<file path="src/rtl/operand_fetch.sv">
// Operand fetch stage: regfile read/write port driver, 8-entry scoreboard with
// RAW/WAW interlock, same-cycle write-back bypass, and a one-entry output register.
module operand_fetch #(
    parameter int DW = 16,
    parameter int AW = 3
) (
    input  logic                 clk,
    input  logic                 rst_n,

    input  logic                 in_valid,
    output logic                 in_ready,
    input  logic [3:0]           in_op,
    input  logic [AW-1:0]        in_src1,
    input  logic [AW-1:0]        in_src2,
    input  logic [AW-1:0]        in_dst,
    input  logic                 in_wb,

    output logic [AW-1:0]        read_add1,
    output logic [AW-1:0]        read_add2,
    input  logic [DW-1:0]        read_dat1,
    input  logic [DW-1:0]        read_dat2,

    output logic                 out_valid,
    input  logic                 out_ready,
    output logic [3:0]           out_op,
    output logic [AW-1:0]        out_dst,
    output logic                 out_wb,
    output logic [DW-1:0]        out_a,
    output logic [DW-1:0]        out_b,

    input  logic                 wb_valid,
    input  logic [AW-1:0]        wb_add,
    input  logic [DW-1:0]        wb_dat,

    output logic                 writ_ena,
    output logic [AW-1:0]        writ_add,
    output logic [DW-1:0]        writ_dat,

    output logic [(1<<AW)-1:0]   busy,
    output logic                 sb_err
);
    localparam int NREG = 1 << AW;

    logic [NREG-1:0] clr_vec;
    logic [NREG-1:0] set_vec;
    logic            clr_src1;
    logic            clr_src2;
    logic            clr_dst;
    logic            hazard;
    logic            issue;
    logic [DW-1:0]   op_a;
    logic [DW-1:0]   op_b;

    assign read_add1 = in_src1;
    assign read_add2 = in_src2;

    assign writ_ena = rst_n && wb_valid;
    assign writ_add = wb_add;
    assign writ_dat = wb_dat;

    always_comb begin
        clr_vec = '0;
        if (wb_valid) begin
            clr_vec[wb_add] = 1'b1;
        end
    end

    assign clr_src1 = clr_vec[in_src1];
    assign clr_src2 = clr_vec[in_src2];
    assign clr_dst  = clr_vec[in_dst];

    // A register whose producer is writing back this cycle is not a hazard.
    assign hazard = (busy[in_src1] && !clr_src1) ||
                    (busy[in_src2] && !clr_src2) ||
                    (in_wb && busy[in_dst] && !clr_dst);

    // Both sides use valid/ready: a transfer happens on a rising edge where
    // valid && ready; valid never waits on ready, and a held output is stable.
    assign in_ready = rst_n && (!out_valid || out_ready) && !hazard;
    assign issue    = in_valid && in_ready;

    assign op_a = clr_src1 ? wb_dat : read_dat1;
    assign op_b = clr_src2 ? wb_dat : read_dat2;

    always_comb begin
        set_vec = '0;
        if (issue && in_wb) begin
            set_vec[in_dst] = 1'b1;
        end
    end

    always_ff @(posedge clk or negedge rst_n) begin
        if (!rst_n) begin
            out_valid <= 1'b0;
            out_op    <= '0;
            out_dst   <= '0;
            out_wb    <= 1'b0;
            out_a     <= '0;
            out_b     <= '0;
            busy      <= '0;
            sb_err    <= 1'b0;
        end else begin
            if (issue) begin
                out_valid <= 1'b1;
                out_op    <= in_op;
                out_dst   <= in_dst;
                out_wb    <= in_wb;
                out_a     <= op_a;
                out_b     <= op_b;
            end else if (out_ready) begin
                out_valid <= 1'b0;
            end
            // Set after clear so a new issue keeps a register busy.
            busy <= (busy & ~clr_vec) | set_vec;
            if (wb_valid && !busy[wb_add]) begin
                sb_err <= 1'b1;
            end
        end
    end

endmodule

</file>
<file path="config.mk">
export PLATFORM = sky130hd
export DESIGN_NAME = operand_fetch
export DESIGN_NICKNAME = d
export VERILOG_FILES = /design/src/rtl/operand_fetch.sv
export SDC_FILE = /design/constraint.sdc
export NUM_CORES = 1
export LEC_CHECK = 0
export BUFFER_PORTS_ARGS = -buffer_cell sky130_fd_sc_hd__clkbuf_2
export CAP_MARGIN = 20
export CORE_UTILIZATION = 50
export CTS_CLUSTER_DIAMETER = 200
export DETAILED_ROUTE_END_ITERATION = 8
export PLACE_DENSITY = 0.86
export SETUP_SLACK_MARGIN = 0.3
export SLEW_MARGIN = 40
export SYNTH_ARGS = -nofsm -noshare
export SYNTH_HDL_FRONTEND = slang
export SYNTH_SLANG_ARGS = --single-unit
</file>
<file path="constraint.sdc">
create_clock -name clk -period 6.95 [get_ports clk]
set_clock_uncertainty 0.1 [all_clocks]
set_input_delay 0.3475 -clock clk [delete_from_list [all_inputs] [get_ports clk]]
set_output_delay 0.3475 -clock clk [all_outputs]
set_load 0.05 [all_outputs]
</file>
# Yosys cells after proc, flatten, opt, wreduce, memory -nomap -nowiden
# Cells that the tools add are included.
# Widths: inputs -> output; s select.
# classes
mux,24
n_reduce_logical,22
n_lt_le_gt_ge,6
n_bitwise,3
# ops
operator,count
$mux 16,2
$bmux 1 s3,7
$lt 3x4->1 const B,4
$mux 8,2
$logic_and 1x1->1,12
$mux 1,11
$and 8x8->8,1
$not 8->8,1
$or 8x8->8,1
$demux 1 s3,2
$ge 3x1->1 const B,2
$logic_not 1->1,6
$logic_or 1x1->1,3
$reduce_bool 2->1,1
# totals
word_cells,63
in_bits,70
out_inout_bits,77
ff_bits,50

# Depth between registers and ports, before layout
# depth
word_depth,17
ltp_mapped,8
ltp_nobuf,6

# Worst setup path before layout
# Ideal clock, no wire load.
# synth_timing
path_kind,register -> register
from,reg busy[3]
to,reg out_op[0]
arrival_time_ns,2.244
setup_ns,0.125
path_slack_ns,4.482
stages_incl_launch_ff,8
path_buffers,1
period_less_slack_ns,2.468
required_ns,6.725
cell_sequence,dfrtp_1 > mux4_1 > mux2_2 > inv_1 > o21ai_1 > nor2_4 > buf_4 > mux2_2
# synth_between
elab_chain_cells,8
word_cells_on_any_way,15
classes_between,mux: 6; reduce/logical: 9
# synth_lines
item,line_no,rtl
"start, declared",39,"output logic [(1<<AW)-1:0] busy,"
"start signal, assigned",114,busy <= (busy & ~clr_vec) | set_vec;
$bmux 1 s3 (on tied branches),"73, 74, 75",
$mux 1 (on tied branches),"73, 74, 75",
$logic_and 1x1->1 (on tied branches),"73, 74, 75",
$logic_or 1x1->1 / $logic_and 1x1->1 (equally long branches),"73, 75",
$logic_or 1x1->1 (*),74,(busy[in_src2] && !clr_src2) ||
$logic_not 1->1 (*),79,assign in_ready = rst_n && (!out_valid || out_ready) && !hazard;
$logic_and 1x1->1 (*),79,
$logic_and 1x1->1 (*),80,assign issue = in_valid && in_ready;
"end signal, assigned",105,out_op <= in_op;
"end, declared",25,"output logic [3:0] out_op,"
# Mark *: on every way between the ends. The rest lies on a longest branch, timed or not. The select of a mux whose other input is x is not followed.
# A chain may end at the register's enable or synchronous reset.

# Worst setup path in the final report
# layout_timing
from,in wb_add[1]
to,out in_ready
# layout_between
elab_chain_cells,13
word_cells_on_any_way,22
classes_between,order compare: 2; mux: 9; reduce/logical: 11
# layout_lines
item,line_no,rtl
"start, declared",32,"input logic [AW-1:0] wb_add,"
$lt 3x4->1 (not written as such) / $ge 3x1->1 (equally long branches),64,clr_vec[wb_add] = 1'b1;
$logic_and 1x1->1 (not written as such),64,
$mux 1 (not written as such),64,
$demux 1 s3 (*),64,
$mux 8 (*),63,if (wb_valid) begin
$bmux 1 s3 (on tied branches),"68, 69",
$mux 1 (on tied branches),"68, 69",
$logic_not 1->1 (on tied branches),"73, 74",
$logic_and 1x1->1 (on tied branches),"73, 74",
$logic_or 1x1->1,73,assign hazard = (busy[in_src1] && !clr_src1) ||
$logic_or 1x1->1 (*),74,
$logic_not 1->1 (*),79,
$logic_and 1x1->1 (*),79,
"end, declared",11,"output logic in_ready,"
# Marked as above.

==> impl_metrics.toml <==
[yosys]
synth_area_per_cell_um2 = 12.61
async_flop_share_pct = 100.0
synth-seq-cells = 50
ys_seq_area_share_pct = 41.17
synth_ff_type = "dfrtp_1"
ys_types = 48
synth_area_leaders = "dfrtp_1, mux2_2, buf_4"
synth-edff-count = 0
yosys.area.top_type = "dfrtp_1"
yosysWarnings = 0
syn_nets = 311
syn_area_um2 = 3039
syn_inst = 241
synth_top_cell_area_share_pct = 41.17

[drt]
finalWirelength_um = 6859
num_vias = 2376
via_per_inst = 5.475
firstDrtPassIters = 4
drt_iter0_drc = 118
wl_per_cell_um = 15.80
drc = 0
ant_nets = 0

[pwr]
p_per_area_nw_per_um2 = 345.2
p_leak_nw = 1.819
ir_drop_mv = 0.2296
p_total_mw = 1.280

[clocking]
post_cts_buffers = 0
htree_levels = 2
cts_resized = 0
cts_tree = "yes"
cts_buffers = 5
cts.sinks = 50
ctsRootBufferMaster = "clkbuf_8"
cts.path.max_buffers = 2
ctsHoldBuffers = 0
clk_pin_slew_ns = 0.08
clock_latency_ns = 0.29

[final_layout]
drive_above_1_share_pct = 66.85
fillers = 510
area_growth_pct = 21.98
finalNetCount = 428
antennaDiodeCount = 0

[worst_hold_path]
hp-class = "input pin to async pin"

[sta]
max_freq_mhz = 327.3
hold_viol = 0
rsz0062_at_grt = "no"
relSlewSlack_pct = 50.63
finalMaxSlewViolations = 0
tightest_slew_ns = 0.7406
fin_crit_sh_pct = 43.96
period_minus_slack_ns = 3.055
fin_setup_tns_ns = 0
setup_viol = 0

[global_routing]
grt-ovfl-total = 0
grt_pass1_vias = 2306
use_met1_pct = 26.28
grt_pass1_wl_um = 10630
grt_use_total_pct = 21.54
grt_use_met2_pct = 38.29
use_met3_pct = 4.343
antenna_found_initial = 0
grt_start_max_net_pins = 53
busiest_layer = "met2"

[placed_design]
gp_congestion = 0.8671
port_buffers = 146
place_hpwl_um = 5120

[floorplanning]
core_um2 = 5886
num_rows = 28
start_util_pct = 51.64
dieArea_um2 = 6394
die-height_um = 79.97
fp.dieW_um = 79.97
num_io_pins = 147

[worst_setup_path]
reg2reg_from = "busy[3]"
critPathCapture = "in_ready"
path_max_fanout = 17
start_kind = "input pin"
crit_path_start = "wb_add[1]"
required_ns = 6.50
criticalPathCategory = "input pin to output port"
crit_arrival_ns = 2.61
rr_endpoint = "out_a[4]"
cp-end-kind = "output port"
r2r_setup_slack_ns = 4.49
rr_worst_depth = 7

[flow_run]
drv_cap = 0

[run_status]
status = "finished, final reports clean"
[layout make-up]
cell class	count	area [um^2]	share of cell area (%)
multi-input cells	148	1475	39.79
flip-flops and latches	50	1251	33.75
repair buffers	149	780.7	21.06
well taps	75	93.84	2.531
clock buffers	7	86.33	2.329
inverters	4	15.01	0.4050
clock inverters	1	5.005	0.1350
[worst max-delay path, cell delays in order]
cell and delay, ns:
clkbuf_2 0.21, xnor2_1 0.26, nand4_2 0.56, o311ai_0 0.31, o2111ai_1 0.26, a21o_2 0.33
inv_1 0.06, clkbuf_2 0.26
[logic make-up (layout without fill, tap and decap cells)]
logic type	count (synthesis)	after routing	synth area share, %
XOR/XNOR	8	8	2.306
AO/OA/AOI/OAI	24	24	6.052
AND/OR/NAND/NOR	31	31	6.711
flip-flops	50	50	41.17
multiplexers	85	85	33.47
buffers and inverters	43	161	10.29
[cell usage in the layout (no fill, tap or decap), types with 2 or more instances in the layout]
cell / n
clkbuf_2: 146
mux2_2: 73
dfrtp_1: 50
xnor2_1: 8
mux2i_1: 6
clkbuf_8: 6
nor2b_1: 5
o21ai_0: 5
nand2_1: 4
nand3_1: 4
inv_1: 4
o41ai_1: 4
mux4_2: 3
nor2_1: 2
or2b_1: 2
mux4_1: 2
nand4_1: 2
a32o_1: 2
[worst min path at each step]
stage | to | slack [ns]
2_1_floorplan | busy[0] | -0.05
3_3_place_gp | sb_err | 0.35
3_5_place_dp | sb_err | 0.35
4_1_cts | out_op[0] | 0.08
5_1_grt | out_op[0] | 0.1
6_report | out_op[1] | 0.06
[state kept, by name (all words and copies together) (netlist names)]
name       flops
sb_err         1
out_a         16
out_dst        3
out_wb         1
busy           8
out_valid      1
out_op         4
out_b         16
[metrics by stage]
stage                     setup slack [ns]  area, um^2  hold WS [ns]  std cells  util, %
final                                3.895        3707       0.05767        434    62.99
after global routing                 3.695        3707       0.09538        434    62.99
after CTS                            3.904        3707       0.07757        434    62.99
after detailed placement             3.919        3616        0.3497        426    61.44
after global placement               3.460        3573        0.3520        424    60.71
after floorplan                      4.482        3039      -0.04809        241        -
[power breakdown]
part / switching, mW / internal, mW / total [mW]
logic: 0.481 / 0.187 / 0.668
registers: 0.0583 / 0.383 / 0.441
clock network: 0.0896 / 0.0804 / 0.170
total: 0.629 / 0.651 / 1.28
[synthesized netlist by cell type (2+ instances only)]
library cell   n
buf_4         30
nand3_1        4
a32o_1         2
clkbuf_1       3
o21ai_0        5
buf_6          2
nor2b_1        5
buf_2          2
mux4_1         2
xnor2_1        8
nand4_1        2
o41ai_1        4
inv_1          4
dfrtp_1       50
nand2_1        4
mux2_2        73
mux4_2         3
or2b_1         2
nor2_1         2
mux2i_1        6
[per-layer routing]
layer  wire [um]  up-vias
li1            -     1095
met1        2780     1141
met2        3469      128
met3         509       12
met4         100        0
met5           0        -
Power figures use the tool's default switching activity.
